File: config.mk
export PLATFORM = sky130hd
export DESIGN_NAME = mc_controller
export DESIGN_NICKNAME = d
export VERILOG_FILES = /design/src/rtl/mc_pkg.sv /design/src/rtl/mc_imm_decode.sv /design/src/rtl/mc_controller.sv
export SDC_FILE = /design/constraint.sdc
export NUM_CORES = 1
export LEC_CHECK = 0
export ABC_CLOCK_PERIOD_IN_PS = 4050
export CAP_MARGIN = 25
export CORE_ASPECT_RATIO = 1.1
export CORE_MARGIN = 8
export CORE_UTILIZATION = 48
export CTS_CLUSTER_SIZE = 10
export DETAILED_ROUTE_END_ITERATION = 6
export GPL_TIMING_DRIVEN = 0
export PLACE_DENSITY = 0.83
export SKIP_LAST_GASP = 1
export SLEW_MARGIN = 40
export SYNTH_ARGS = -nofsm -noshare
export SYNTH_HDL_FRONTEND = slang
export SYNTH_SLANG_ARGS = --single-unit
File: constraint.sdc
create_clock -name clk_i -period 4.05 [get_ports clk_i]
set_clock_uncertainty 0.1 [all_clocks]
set_input_delay 0.405 -clock clk_i [delete_from_list [all_inputs] [get_ports clk_i]]
set_output_delay 0.405 -clock clk_i [all_outputs]
set_load 0.005 [all_outputs]
File: src/rtl/mc_pkg.sv
// Shared definitions for the multicycle RV32 main control unit: opcodes, FSM states and
// datapath select encodings.
package mc_pkg;

  localparam logic [6:0] OPCODE_LOAD   = 7'b0000011;
  localparam logic [6:0] OPCODE_STORE  = 7'b0100011;
  localparam logic [6:0] OPCODE_RTYPE  = 7'b0110011;
  localparam logic [6:0] OPCODE_ITYPE  = 7'b0010011;
  localparam logic [6:0] OPCODE_BRANCH = 7'b1100011;
  localparam logic [6:0] OPCODE_JAL    = 7'b1101111;
  localparam logic [6:0] OPCODE_LUI    = 7'b0110111;

  typedef enum logic [3:0] {
    StFetch,
    StDecode,
    StMemAdr,
    StMemRead,
    StMemWb,
    StMemWrite,
    StExecuteR,
    StExecuteI,
    StAluWb,
    StBeq,
    StJal,
    StLui,
    StFault
  } state_e;

  localparam logic [1:0] RES_ALUOUT    = 2'b00;
  localparam logic [1:0] RES_DATA      = 2'b01;
  localparam logic [1:0] RES_ALURESULT = 2'b10;
  localparam logic [1:0] RES_IMMEXT    = 2'b11;

  localparam logic [1:0] SRCA_PC    = 2'b00;
  localparam logic [1:0] SRCA_OLDPC = 2'b01;
  localparam logic [1:0] SRCA_RS1   = 2'b10;

  localparam logic [1:0] SRCB_RS2  = 2'b00;
  localparam logic [1:0] SRCB_IMM  = 2'b01;
  localparam logic [1:0] SRCB_FOUR = 2'b10;

  localparam logic [1:0] ALUOP_ADD   = 2'b00;
  localparam logic [1:0] ALUOP_SUB   = 2'b01;
  localparam logic [1:0] ALUOP_FUNCT = 2'b10;

  localparam logic [2:0] IMM_I = 3'b000;
  localparam logic [2:0] IMM_S = 3'b001;
  localparam logic [2:0] IMM_B = 3'b010;
  localparam logic [2:0] IMM_J = 3'b011;
  localparam logic [2:0] IMM_U = 3'b100;

endpackage

File: src/rtl/mc_imm_decode.sv
// Combinational opcode to immediate-format decode for the multicycle controller.
module mc_imm_decode
  import mc_pkg::*;
(
  input  logic [6:0] op_i,
  output logic [2:0] imm_src_o
);

  always_comb begin
    imm_src_o = IMM_I;
    case (op_i)
      OPCODE_LOAD,
      OPCODE_ITYPE:  imm_src_o = IMM_I;
      OPCODE_STORE:  imm_src_o = IMM_S;
      OPCODE_BRANCH: imm_src_o = IMM_B;
      OPCODE_JAL:    imm_src_o = IMM_J;
      OPCODE_LUI:    imm_src_o = IMM_U;
      default:       imm_src_o = IMM_I;
    endcase
  end

endmodule

File: src/rtl/mc_controller.sv
// Multicycle RV32 main control FSM with memory-wait watchdog.
// Optional feature macro: RV_JUMP_EN (adds JAL and LUI states and decodes).
module mc_controller
  import mc_pkg::*;
#(
  parameter int unsigned WAIT_MAX = 255
) (
  input  logic       clk_i,
  input  logic       reset_i,
  input  logic [6:0] op_i,
  input  logic       zero_i,
  input  logic       mem_ready_i,
  output logic       mem_req_o,
  output logic       pc_update_o,
  output logic       branch_o,
  output logic       reg_write_o,
  output logic       mem_write_o,
  output logic       ir_write_o,
  output logic       adr_src_o,
  output logic [1:0] result_src_o,
  output logic [1:0] alu_src_a_o,
  output logic [1:0] alu_src_b_o,
  output logic [1:0] alu_op_o,
  output logic [2:0] imm_src_o,
  output logic       fault_o
);

  localparam int unsigned CntW = (WAIT_MAX > 0) ? $clog2(WAIT_MAX + 1) : 1;

  state_e          state_q, state_d;
  logic [CntW-1:0] wait_cnt_q, wait_cnt_d;
  logic            mem_req;
  logic            timeout;

  // Zero is consumed by the external PC-select logic together with Branch.
  logic unused_zero;
  assign unused_zero = zero_i;

  mc_imm_decode u_imm_decode (
    .op_i      (op_i),
    .imm_src_o (imm_src_o)
  );

  always_ff @(posedge clk_i) begin
    if (reset_i) begin
      state_q    <= StFetch;
      wait_cnt_q <= '0;
    end else begin
      state_q    <= state_d;
      wait_cnt_q <= wait_cnt_d;
    end
  end

  // Memory request decoded from state alone so the watchdog has no path through the FSM logic.
  always_comb begin
    mem_req    = (state_q == StFetch) || (state_q == StMemRead) || (state_q == StMemWrite);
    wait_cnt_d = '0;
    if (mem_req && !mem_ready_i) wait_cnt_d = wait_cnt_q + 1'b1;
    timeout = (WAIT_MAX != 0) && mem_req && !mem_ready_i && (wait_cnt_q == CntW'(WAIT_MAX));
  end

  assign mem_req_o = mem_req;

  always_comb begin
    state_d      = state_q;
    pc_update_o  = 1'b0;
    branch_o     = 1'b0;
    reg_write_o  = 1'b0;
    mem_write_o  = 1'b0;
    ir_write_o   = 1'b0;
    adr_src_o    = 1'b0;
    result_src_o = RES_ALUOUT;
    alu_src_a_o  = SRCA_PC;
    alu_src_b_o  = SRCB_RS2;
    alu_op_o     = ALUOP_ADD;
    fault_o      = 1'b0;

    unique case (state_q)
      StFetch: begin
        alu_src_b_o  = SRCB_FOUR;
        result_src_o = RES_ALURESULT;
        ir_write_o   = mem_ready_i;
        pc_update_o  = mem_ready_i;
        if (mem_ready_i) state_d = StDecode;
      end
      StDecode: begin
        alu_src_a_o = SRCA_OLDPC;
        alu_src_b_o = SRCB_IMM;
        case (op_i)
          OPCODE_LOAD,
          OPCODE_STORE:  state_d = StMemAdr;
          OPCODE_RTYPE:  state_d = StExecuteR;
          OPCODE_ITYPE:  state_d = StExecuteI;
          OPCODE_BRANCH: state_d = StBeq;
`ifdef RV_JUMP_EN
          OPCODE_JAL:    state_d = StJal;
          OPCODE_LUI:    state_d = StLui;
`endif
          default:       state_d = StFault;
        endcase
      end
      StMemAdr: begin
        alu_src_a_o = SRCA_RS1;
        alu_src_b_o = SRCB_IMM;
        state_d     = (op_i == OPCODE_STORE) ? StMemWrite : StMemRead;
      end
      StMemRead: begin
        adr_src_o = 1'b1;
        if (mem_ready_i) state_d = StMemWb;
      end
      StMemWb: begin
        result_src_o = RES_DATA;
        reg_write_o  = 1'b1;
        state_d      = StFetch;
      end
      StMemWrite: begin
        adr_src_o   = 1'b1;
        mem_write_o = 1'b1;
        if (mem_ready_i) state_d = StFetch;
      end
      StExecuteR: begin
        alu_src_a_o = SRCA_RS1;
        alu_op_o    = ALUOP_FUNCT;
        state_d     = StAluWb;
      end
      StExecuteI: begin
        alu_src_a_o = SRCA_RS1;
        alu_src_b_o = SRCB_IMM;
        alu_op_o    = ALUOP_FUNCT;
        state_d     = StAluWb;
      end
      StAluWb: begin
        reg_write_o = 1'b1;
        state_d     = StFetch;
      end
      StBeq: begin
        alu_src_a_o = SRCA_RS1;
        alu_op_o    = ALUOP_SUB;
        branch_o    = 1'b1;
        state_d     = StFetch;
      end
`ifdef RV_JUMP_EN
      StJal: begin
        alu_src_a_o = SRCA_OLDPC;
        alu_src_b_o = SRCB_FOUR;
        pc_update_o = 1'b1;
        state_d     = StAluWb;
      end
      StLui: begin
        result_src_o = RES_IMMEXT;
        reg_write_o  = 1'b1;
        state_d      = StFetch;
      end
`endif
      StFault: begin
        fault_o = 1'b1;
      end
      default: state_d = StFault;
    endcase

    // A completing request never times out: timeout already requires MemReady low.
    if (timeout) state_d = StFault;
  end

endmodule
==> impl_metrics.env, run 1 <==
export IMPL_status="complete, no violations"
export IMPL_syn_area_per_cell_um2=7.91
export IMPL_critPathMaxFanout=5
export IMPL_drt_iter0_markers=11
export IMPL_synth_distinct_cells=43
export IMPL_dpl_hpwl_mm=1.81
export IMPL_layout_commonest_cell="clkdlybuf4s50_1"
export IMPL_grt_pass1_wl_mm=3.46
export IMPL_cts_hold_buf=0
export IMPL_arrival_ps=2050
export IMPL_critPathMostFrequentCell="clkdlybuf4s50_1"
export IMPL_powerDensity_nw_per_um2=406
export IMPL_die_h_um=61.8
export IMPL_synth_edf_count=0
export IMPL_rsz0062_at_grt="false"
export IMPL_drv_cap=0
export IMPL_core_region_area_um2=1780
export IMPL_groute_usage_overall=0.119
export IMPL_leakagePower_nw=0.451
export IMPL_syn_inst=116
export IMPL_overflow=0
export IMPL_clkSlewWorstSetupHoldPaths_ps=70
export IMPL_fmax_mhz=391
export IMPL_slew_headroom=0.674
export IMPL_hold_viol=0
export IMPL_initial_utilization=0.515
export IMPL_worst_path_max_delay_cell="clkdlybuf4s50_1"
export IMPL_drt_pre_antenna_iters=4
export IMPL_yosysWarnings=0
export IMPL_setup_tns_final_ps=0
export IMPL_cts_max_level=1
export IMPL_setup_viol=0
export IMPL_via_per_inst=5.49
export IMPL_ys_flop_type="dfxtp_1"
export IMPL_timing_critical_path_cells="clkdlybuf4s50_1 -> or3_2 -> a21oi_1 -> clkdlybuf4s50_1"
export IMPL_criticalPathCategory="in -> out"
export IMPL_r2r_start="state_q[0]$_SDFFE_PP0P_"
export IMPL_syn_to_final_growth_pct=35.9
export IMPL_gp_congestion=0.855
export IMPL_placement_io_buffers=27
export IMPL_vdd_drop_max_mv=0.360
export IMPL_worst_pin_slew_ps=489
export IMPL_slew_violations=0
export IMPL_stdcell_count=165
export IMPL_period_share=0.632
export IMPL_vias=906
export IMPL_cts_resized=0
export IMPL_post_cts_buffers=0
export IMPL_grt_max_degree=11
export IMPL_fp_row_count=16
export IMPL_first_global_vias=870
export IMPL_clk_latency_ps=270
export IMPL_cp_required_ps=3540
export IMPL_routedWlPerCell_um=13.5
export IMPL_hp_start="wait_cnt_q[0]$_SDFF_PP0_"
export IMPL_clockRootBuffer="clkbuf_4"
export IMPL_final_cell_mix="clkdlybuf4s50_1 (27), nor2_1 (17), dfxtp_1 (12), nand2_1 (8)"
export IMPL_cp_start_kind="input port"
export IMPL_drc=0
export IMPL_synthArstFlopShare=0
export IMPL_drive_above_1_share=0.129
export IMPL_cts_sinks=12
export IMPL_synth_seq_cells=12
export IMPL_synth_top_area_frac=0.262
export IMPL_hp_class="reg -> reg"
export IMPL_dp_cells=161
export IMPL_synthTopCellsByArea="dfxtp_1 (26%), nor2_1 (7.0%), xnor2_1 (6.7%), nor3_1 (3.8%), nand3_1 (3.3%)"
export IMPL_ys_seq_area_frac=0.262
export IMPL_dieArea_um2=3570
export IMPL_synth_nets=128
export IMPL_io_pins=30
export IMPL_yosysTopAreaCell="dfxtp_1"
export IMPL_clk_path_buf_depth=2
export IMPL_cts_tree="done"
export IMPL_ant_nets=0
export IMPL_cp_end_kind="output port"
export IMPL_slowest_delay_ps=520
export IMPL_antenna_found_initial=0
export IMPL_finalCriticalPeriod_ps=2560
export IMPL_die_w_um=57.7
export IMPL_critPathLaunch="op_i[3]"
export IMPL_synth_cell_area_um2=917
export IMPL_fin_nets=160
export IMPL_holdWs_ps=396
export IMPL_fin_total_pwr_w=0.000506
export IMPL_fill_cells=147
export IMPL_antennaDiodeCount=0
export IMPL_wl_mm=2.23
export IMPL_cts_made_buffers=3
## final cells by class
class	count	area, µm²	share of cell area
multi-input cells	90	594	0.477
repair buffers	27	270	0.217
flip-flops and latches	12	240	0.193
plain buffers	8	60.1	0.0482
clock buffers	4	36.3	0.0291
inverters	6	22.5	0.0181
well taps	18	22.5	0.0181
## cell families (layout without fill, tap and decap cells)
group	after synthesis	count (layout)	synth area share
simple gates	60	60	0.374
compound gates	18	18	0.154
buf+inv	14	45	0.0900
flops	12	12	0.262
xor+xnor	10	10	0.0955
fa+ha+maj	1	1	0.0136
mux	1	1	0.0109
## worst paths after layout
path / endpoint / slack (ps) / cells past startpoint
worst max-delay path: imm_src_o[0] / 1490 / 4
worst min-delay path: wait_cnt_q[0]$_SDFF_PP0_ / 400 / 1
worst max register to register: wait_cnt_q[0]$_SDFF_PP0_ / 2390 / 5
worst min register to register: wait_cnt_q[0]$_SDFF_PP0_ / 400 / 1
## where the power goes
group          internal [W]  switching, W  total [W]
Clock             0.0000546     0.0000379  0.0000925
Combinational      0.000147      0.000131   0.000279
Sequential         0.000129    0.00000586   0.000135
## metal layers
layer / share of wire / track usage / vias to the layer above
li1: - / - / 467
met1: 0.41 / 0.102 / 423
met2: 0.54 / 0.257 / 14
met3: 0.046 / 0.0329 / 2
met4: 0.0027 / 0.0420 / 0
met5: 0 / 0 / -
## metrics by stage
stage / area [µm²] / util / setup WS, ps
5_1_grt: 1250 / 0.699 / 1440
3_3_place_gp: 1210 / 0.679 / 1510
6_report: 1250 / 0.699 / 1490
2_1_floorplan: 917 / - / 2330
4_1_cts: 1250 / 0.699 / 1490
3_5_place_dp: 1210 / 0.679 / 1500
## critical path, delay by kind of cell
kind                   cells  cell delay (ps)
buffers and inverters      2             1010
AND/OR/NAND/NOR            1              500
AO/OA/AOI/OAI              1              150
## state kept, by name, summed over array words and instances, names as in the netlist
register / cells
state_q: 4
wait_cnt_q: 8
## Yosys cell counts, types with 2 or more instances
master / instances
nor4_1: 2
dfxtp_1: 12
nand2_1: 8
nand3_1: 6
nand2b_1: 4
inv_1: 5
buf_4: 3
nand3b_1: 2
o31ai_1: 2
nor2_1: 17
a21oi_1: 2
xor2_1: 3
buf_6: 2
buf_2: 3
nor3_1: 7
a211oi_1: 2
a31oi_1: 2
xnor2_1: 7
or3_1: 3
No activity file was read; power rests on OpenSTA's default activity.
==> run 2: changes to the inputs <==
--- a/config.mk
+++ b/config.mk
@@ -5,15 +5,15 @@
 export SDC_FILE = /design/constraint.sdc
 export NUM_CORES = 1
 export LEC_CHECK = 0
-export ABC_CLOCK_PERIOD_IN_PS = 4050
+export ABC_CLOCK_PERIOD_IN_PS = 2600
 export CAP_MARGIN = 25
 export CORE_ASPECT_RATIO = 1.1
 export CORE_MARGIN = 8
-export CORE_UTILIZATION = 48
+export CORE_UTILIZATION = 45
 export CTS_CLUSTER_SIZE = 10
 export DETAILED_ROUTE_END_ITERATION = 6
 export GPL_TIMING_DRIVEN = 0
-export PLACE_DENSITY = 0.83
+export PLACE_DENSITY = 0.79
 export SKIP_LAST_GASP = 1
 export SLEW_MARGIN = 40
 export SYNTH_ARGS = -nofsm -noshare
==> constraint.sdc (replaced) <==
create_clock -name clk_i -period 2.6 [get_ports clk_i]
set_clock_uncertainty 0.1 [all_clocks]
set_input_delay 0.26 -clock clk_i [delete_from_list [all_inputs] [get_ports clk_i]]
set_output_delay 0.26 -clock clk_i [all_outputs]
set_load 0.005 [all_outputs]
==> impl_metrics.env, run 2 (same netlist as run 1, synthesis figures left out) <==
export IMPL_status="complete, no violations"
export IMPL_clk_path_buf_depth=2
export IMPL_cts_sinks=12
export IMPL_vdd_drop_max_mv=0.393
export IMPL_clockRootBuffer="clkbuf_4"
export IMPL_io_pins=30
export IMPL_pre_cts_slack_ps=336
export IMPL_cp_end_kind="output port"
export IMPL_via_per_inst=5.29
export IMPL_clk_latency_ps=270
export IMPL_drc=0
export IMPL_setup_viol=0
export IMPL_endpoint="pc_update_o"
export IMPL_slew_headroom=0.706
export IMPL_die_w_um=59.0
export IMPL_fmax_mhz=424
export IMPL_antennaDiodeCount=0
export IMPL_largest_reg_flops=8
export IMPL_initial_utilization=0.469
export IMPL_top_register="wait_cnt_q"
export IMPL_overflow=0
export IMPL_setup_tns_final_ps=0
export IMPL_path_depth=6
export IMPL_gp_congestion=0.842
export IMPL_rsz0062_at_grt="false"
export IMPL_cts_resized=0
export IMPL_die_h_um=63.4
export IMPL_finalCriticalPeriod_ps=2360
export IMPL_r2r_start="state_q[0]$_SDFFE_PP0P_"
export IMPL_busiest_layer="met2"
export IMPL_post_cts_buffers=0
export IMPL_dpl_hpwl_mm=1.83
export IMPL_reg2reg_depth=5
export IMPL_powerDensity_nw_per_um2=623
export IMPL_critPathLaunch="state_q[1]$_SDFFE_PP0P_"
export IMPL_critPathMaxFanout=10
export IMPL_reg2reg_slack_ps=990
export IMPL_clkSlewWorstSetupHoldPaths_ps=70
export IMPL_final_core_util=0.643
export IMPL_cp_top_family="buffers and inverters"
export IMPL_hp_class="in -> reg"
export IMPL_grt_util_met1=0.135
export IMPL_worst_path_max_delay_cell="clkdlybuf4s50_1"
export IMPL_r2r_end="wait_cnt_q[1]$_SDFF_PP0_"
export IMPL_ant_nets=0
export IMPL_routedWlPerCell_um=12.8
export IMPL_cp_required_ps=2240
export IMPL_drive_above_1_share=0.129
export IMPL_timing_critical_path_cells="buf_6 -> or3_1 -> nor2_1 -> and2_1 -> buf_4 -> clkdlybuf4s50_1"
export IMPL_worst_pin_slew_ps=441
export IMPL_fin_nets=160
export IMPL_leakagePower_nw=0.451
export IMPL_final_cell_mix="clkdlybuf4s50_1 (27), nor2_1 (17), dfxtp_1 (12), nand2_1 (8)"
export IMPL_worst_slack_ps=242
export IMPL_hold_depth=3
export IMPL_criticalPathCategory="reg -> out"
export IMPL_met3_usage=0.0284
export IMPL_slew_violations=0
export IMPL_fp_row_count=17
export IMPL_arrival_ps=2000
export IMPL_crit_buf_inv=3
export IMPL_cts_made_buffers=3
export IMPL_dieArea_um2=3740
export IMPL_cts_max_level=1
export IMPL_grtUsageMet2=0.227
export IMPL_slowest_delay_ps=490
export IMPL_layout_commonest_cell="clkdlybuf4s50_1"
export IMPL_syn_to_final_growth_pct=37.2
export IMPL_cts_tree="done"
export IMPL_cts_hold_buf=0
export IMPL_drt_iter0_markers=19
export IMPL_cp_start_kind="register"
export IMPL_grt_max_degree=11
export IMPL_wl_mm=2.25
export IMPL_drv_cap=0
export IMPL_vias=926
export IMPL_hold_viol=0
export IMPL_placement_io_buffers=27
export IMPL_reg_top3="wait_cnt_q: 8 flops, state_q: 4 flops"
export IMPL_drt_pre_antenna_iters=4
export IMPL_first_global_vias=952
export IMPL_period_share=0.907
export IMPL_groute_usage_overall=0.125
export IMPL_core_region_area_um2=1960
export IMPL_grt_pass1_wl_mm=3.95
export IMPL_antenna_found_initial=0
[run 2: layout make-up]
class	count	area [µm²]
multi-input combinational	90	594
buffer	8	60.1
fill	193	698
timing repair buffer	27	270
tap	28	35.0
sequential	12	240
clock buffer	4	36.3
inverter	6	22.5
[run 2: per-layer routing]
layer | vias up | share of wire | wire, µm
li1 | 466 | - | -
met1 | 430 | 0.42 | 935
met2 | 28 | 0.51 | 1160
met3 | 2 | 0.064 | 143
met4 | 0 | 0.0058 | 13
met5 | - | 0 | 0
[run 2: per-stage QoR]
step / hold slack, ps / power (W) / cells / cell area (µm²)
finish: 304 / 0.000784 / 175 / 1260
global route: 353 / 0.000852 / 175 / 1260
CTS: 311 / 0.000793 / 175 / 1260
detailed placement: 353 / 0.000647 / 171 / 1220
global placement: 340 / 0.000639 / 171 / 1220
floorplan: 228 / 0.000453 / 116 / 917
[run 2: how the worst min path moves through the flow]
stage / from / to
5_1_grt: op_i[6] / state_q[3]$_SDFFE_PP0P_
3_5_place_dp: wait_cnt_q[0]$_SDFF_PP0_ / wait_cnt_q[0]$_SDFF_PP0_
4_1_cts: op_i[6] / state_q[3]$_SDFFE_PP0P_
6_report: op_i[6] / state_q[3]$_SDFFE_PP0P_
2_1_floorplan: reset_i / state_q[2]$_SDFFE_PP0P_
3_3_place_gp: wait_cnt_q[0]$_SDFF_PP0_ / wait_cnt_q[0]$_SDFF_PP0_
[run 2: power by group]
group          leakage, nW  internal [W]  switching, W
Combinational        0.333      0.000230      0.000200
Sequential          0.0974      0.000201    0.00000937
Clock               0.0210     0.0000851     0.0000592
[run 2: worst min-delay path, stage by stage]
cell,delay (ps)
buf_6,100
o21ai_0,100
a31oi_1,170
==> patch 1, RTL diff (settings of run 2) <==
Add a define of `RV_JUMP_EN`.
--- a/src/rtl/mc_controller.sv
+++ b/src/rtl/mc_controller.sv
@@ -1,5 +1,7 @@
 // Multicycle RV32 main control FSM with memory-wait watchdog.
 // Optional feature macro: RV_JUMP_EN (adds JAL and LUI states and decodes).
+`define RV_JUMP_EN
+
 module mc_controller
   import mc_pkg::*;
 #(
Formal check against the unedited RTL: not equivalent (a bounded check fails within 4 cycles, from zero or initial values and one cycle with reset_i high).
==> patch 1 against run 2 <==
Wire length increased by 20%. First-iteration DRC count increased by 95%. Highest routed layer unchanged. Setup slack got worse by 0.054 ns. Sequential cell count unchanged. Cell area increased by 7.0%. Synthesized cell count increased by 21%. Sequential share of layout area decreased by 1.2 points. Utilization decreased by 2.7 points. Total power increased by 11%. Area after synthesis increased by 9.0%.
==> patch 1: results (changes against run 2) <==
hpwl_um: 2110  # was 1830 um
port_buffers: 28  # was 27
ir_drop_mv: 0.447  # was 0.393 mV
synth_ff_type: "dfxtp_1"  # unchanged
critical_path.max_fanout: 19  # was 10
yosysUniqueCellTypes: 49  # was 43
place_congestion: 0.834  # was 0.842
finalWirelength_um: 2700  # was 2250 um
clockBufferDepth: 2  # unchanged
syn-num-nets: 152  # was 128
drive_gt1_share_pct: 8.24  # was 12.9%
clkTransAtPathRegs_ns: 0.08
max-slew-margin-rel_pct: 70.0  # was 70.6%
drt_iter0_markers: 37  # was 19
status: "finished, final reports clean"  # unchanged
route.vias.total: 1145  # was 926
arrival_ns: 2.05  # was 2.00 ns
min_path_type: "register to register"  # was input pin to register
ys_seq_area_share_pct: 24.0  # was 26.2%
track_usage_pct: 14.5  # was 12.5%
nets: 183  # was 160
power.leakage_nw: 0.474  # was 0.451 nW
worstSkewPairLatency_ns: 0.27  # about the same
synth_commonest_cells: "19 x nor2_1, 12 x dfxtp_1, 12 x nand2_1"  # was 17 x nor2_1, 12 x dfxtp_1, 8 x nand2_1
p_int_mw: 0.550  # was 0.515 mW
async_reset_ff_share_pct: 0  # unchanged
grt_first_pass_wirelength_um: 4650  # was 3950 um
[patch 1: through the flow]
| stage | cells | setup slack, ns |
|---|---|---|
| after CTS | 202 | 0.0873 |
| after detailed placement | 198 | 0.273 |
| after floorplan | 140 | 1.05 |
| after global routing | 200 | 0.0176 |
| final | 200 | 0.188 |
| after global placement | 198 | 0.317 |
[patch 1: cells by family (layout without fill, tap and decap cells)]
kind of cell               Yosys count  after routing  synth area share, %
DFF                                 12             12                 24.0
buffers and inverters               14             44                 6.13
xor gates and xnor gates             7              7                 6.13
AOI/OAI and AO/OA                   36             36                 26.8
and+or+nand+nor                     70             70                 35.7
adders and majority gates            1              1                 1.25
[patch 1: area by class of cell]
class,instances,area (sq um)
Multi-Input combinational cell,114,698
Buffer,7,35.0
Timing Repair Buffer,28,280
Tap cell,30,37.5
Inverter,5,18.8
Sequential cell,12,240
Clock buffer,4,36.3
Fill cell,221,838
[patch 1: routing by layer]
metal | wire (um) | global-route usage, %
met2 | 1380 | 26.2
met3 | 130 | 3.13
met5 | 0 | 0
met1 | 1180 | 16.3
met4 | 8 | 3.79
[patch 1: path summary, 6_finish.rpt]
path                       startpoint                       end  slack, ns  depth (start not counted)
min          wait_cnt_q[0]$_SDFF_PP0_  wait_cnt_q[0]$_SDFF_PP0_       0.37                          1
min reg2reg  wait_cnt_q[0]$_SDFF_PP0_  wait_cnt_q[0]$_SDFF_PP0_       0.37                          1
max reg2reg   state_q[2]$_SDFFE_PP0P_   state_q[0]$_SDFFE_PP0P_       0.75                          6
max           state_q[2]$_SDFFE_PP0P_            alu_src_b_o[0]       0.19                          7
[patch 1: power by group through the flow]
stage | Clock (mW) | Sequential (mW) | Combinational (mW)
CTS | 0.151 | 0.224 | 0.512
floorplan | 0 | 0.222 | 0.293
detailed placement | 0 | 0.228 | 0.510
global route | 0.167 | 0.227 | 0.549
global placement | 0 | 0.227 | 0.501
finish | 0.145 | 0.224 | 0.502
[patch 1: what timing repair did]
action                                  4_1_cts  5_1_grt
hold buffers                                  0        0
endpoints found under the setup margin        0        4
gates resized for setup                       0        0
setup buffers                                 0        0
[patch 1: critical path: stages, from the launching register on]
cell,delay (ns)
dfxtp_1,0.31
buf_2,0.28
nand2b_1,0.17
buf_2,0.22
nand3_1,0.10
o21a_1,0.12
nor2_1,0.08
clkdlybuf4s50_1,0.50
==> patch 2, RTL diff (config.mk and constraints of run 2) <==
Without the edit above. Register the output `fault_o`, cleared by the reset; this adds one clock of latency there. The other outputs are not delayed to match.
--- a/src/rtl/mc_controller.sv
+++ b/src/rtl/mc_controller.sv
@@ -26,6 +26,8 @@
 );
 
   localparam int unsigned CntW = (WAIT_MAX > 0) ? $clog2(WAIT_MAX + 1) : 1;
+
+  logic fault_d;
 
   state_e          state_q, state_d;
   logic [CntW-1:0] wait_cnt_q, wait_cnt_d;
@@ -73,7 +75,7 @@
     alu_src_a_o  = SRCA_PC;
     alu_src_b_o  = SRCB_RS2;
     alu_op_o     = ALUOP_ADD;
-    fault_o      = 1'b0;
+    fault_d      = 1'b0;
 
     unique case (state_q)
       StFetch: begin
@@ -153,7 +155,7 @@
       end
 `endif
       StFault: begin
-        fault_o = 1'b1;
+        fault_d = 1'b1;
       end
       default: state_d = StFault;
     endcase
@@ -162,4 +164,12 @@
     if (timeout) state_d = StFault;
   end
 
+  always_ff @(posedge clk_i) begin
+    if (reset_i) begin
+      fault_o <= '0;
+    end else begin
+      fault_o <= fault_d;
+    end
+  end
+
 endmodule
Formal check against the unedited RTL: not equivalent (Yosys sat finds a counterexample within 4 cycles, from zero or initial values and one cycle with reset_i high).
==> patch 2 against run 2 <==
Total power up 27%. Sequential power is 17% higher. Wire length rose by 3.7%. Setup slack worse by 0.11 ns. Largest power group unchanged. Area after synthesis grew 0.55%. Sequential cell count is 1 higher. Cell area increased by 1.1%. Combinational power up 46%. Largest cell class unchanged.
==> patch 2: results (changes against run 2) <==
status: "finished, final reports clean"  # unchanged
max-slew-margin-rel_pct: 64.4  # was 70.6%
fill_cells: 189  # was 193
nets: 163  # was 160
postPlaceCellArea_sq_um: 1240  # was 1220 sq um
wl_per_cell_um: 13.1  # was 12.8 um
dp.cells: 174  # was 171
vias_per_cell: 5.29  # about the same
ys_seq_area_share_pct: 28.2  # was 26.2%
synth_ff_type: "dfxtp_1"  # unchanged
largest_registers: "wait_cnt_q (8), state_q (4), fault_o (1)"  # was wait_cnt_q (8), state_q (4)
htreeDepth: 1  # unchanged
grt_first_pass_wirelength_um: 3820  # was 3950 um
min_path_type: "register to register"  # was input pin to register
power.leakage_nw: 0.468  # was 0.451 nW
first_global_vias: 906  # was 952
hpwl_um: 1960  # was 1830 um
clkTransAtPathRegs_ns: 0.08
track_usage_pct: 12.5  # about the same
yosysWarnings: 0  # unchanged
grt_antenna_before_repair: 0  # unchanged
drive_gt1_share_pct: 12.7  # was 12.9%
port_buffers: 28  # was 27
arrival_ns: 2.11  # was 2.00 ns
drt_iter0_markers: 6  # was 19
cts_resized: 0  # unchanged
synth_commonest_cells: "14 x nor2_1, 13 x dfxtp_1, 8 x nand2_1"  # was 17 x nor2_1, 12 x dfxtp_1, 8 x nand2_1
cts_buffers: 3  # unchanged
drt-pass1-iter-count: 4  # unchanged
synth_area_leaders: "dfxtp_1 28%, xor2_1 6.6%, nor2_1 5.7%, nand3_1 3.3%, nor3_1 3.3%"  # was dfxtp_1 26%, nor2_1 7.0%, xnor2_1 6.7%, nor3_1 3.8%, nand3_1 3.3%
async_reset_ff_share_pct: 0  # unchanged
cts-root-buf: "clkbuf_4"  # unchanged
antenna_cells: 0  # unchanged
syn_inst: 118  # was 116
post_cts_buffers: 0  # unchanged
syn-num-nets: 130  # was 128
fin_cells: 178  # was 175
critical_path.max_fanout: 10  # unchanged
worstSkewPairLatency_ns: 0.27  # about the same
grt_max_degree: 11  # unchanged
clockBufferDepth: 2  # unchanged
dp_worst_setup_slack_ns: 0.324  # was 0.336 ns
yosysUniqueCellTypes: 43  # unchanged
finish.instance_area_sq_um: 1270  # was 1260 sq um
ir_drop_mv: 0.451  # was 0.393 mV
place_congestion: 0.839  # was 0.842
## patch 2: changes by cell type after synthesis, sizes merged, moves of 2 or more
| cell | delta |
|---|---|
| a211o | -2 |
| nor2 | -4 |
| xor2 | +4 |
| xnor2 | -4 |
| o31a | +2 |
| a2bb2oi | +2 |
| a31oi | -2 |
| o31ai | -2 |
| and3 | +2 |
| o22ai | +2 |
## patch 2: routing by layer
metal | track usage (%) | vias to the layer above | part of all wire, %
li1 | - | 479 | -
met1 | 12.0 | 431 | 40
met2 | 24.6 | 29 | 53
met3 | 3.65 | 2 | 6.2
met4 | 2.40 | 0 | 0.43
met5 | 0 | - | 0
## patch 2: layout make-up
type	count	share of cell area (%)
multi-input combinational	91	46.7
clock buffer	4	2.06
sequential	13	20.5
buffer	9	4.52
inverter	5	1.47
tap	28	2.75
timing repair buffer	28	22.0
## patch 2: path summary, 6_finish.rpt
check,from,cells after the start,slack (ns),endpoint
setup reg to reg,state_q[2]$_SDFFE_PP0P_,5,0.79,state_q[2]$_SDFFE_PP0P_
hold / removal,wait_cnt_q[0]$_SDFF_PP0_,1,0.34,wait_cnt_q[0]$_SDFF_PP0_
hold reg to reg,wait_cnt_q[0]$_SDFF_PP0_,1,0.34,wait_cnt_q[0]$_SDFF_PP0_
setup / recovery,state_q[3]$_SDFFE_PP0P_,5,0.13,alu_src_a_o[1]
## patch 2: logic make-up (layout without fill, tap and decap cells)
kind of cell,after synthesis,after routing,share of synthesized area (%)
AOI/OAI and AO/OA,19,19,16.4
xor gates and xnor gates,10,10,9.50
adders and majority gates,1,1,1.36
buffers and inverters,14,46,8.00
DFF,13,13,28.2
and+or+nand+nor,61,61,36.5
## patch 2: where the power goes
group          switching (mW)  leakage [nW]  internal (mW)
logic                   0.266         0.348          0.362
clock network          0.0607        0.0150         0.0593
registers              0.0213         0.105          0.224
## patch 2: critical path, stage by stage (launching register included)
cell	delay (ns)
dfxtp_1	0.42
clkbuf_4	0.24
inv_1	0.11
and3_1	0.19
or3b_2	0.43
clkdlybuf4s50_1	0.46
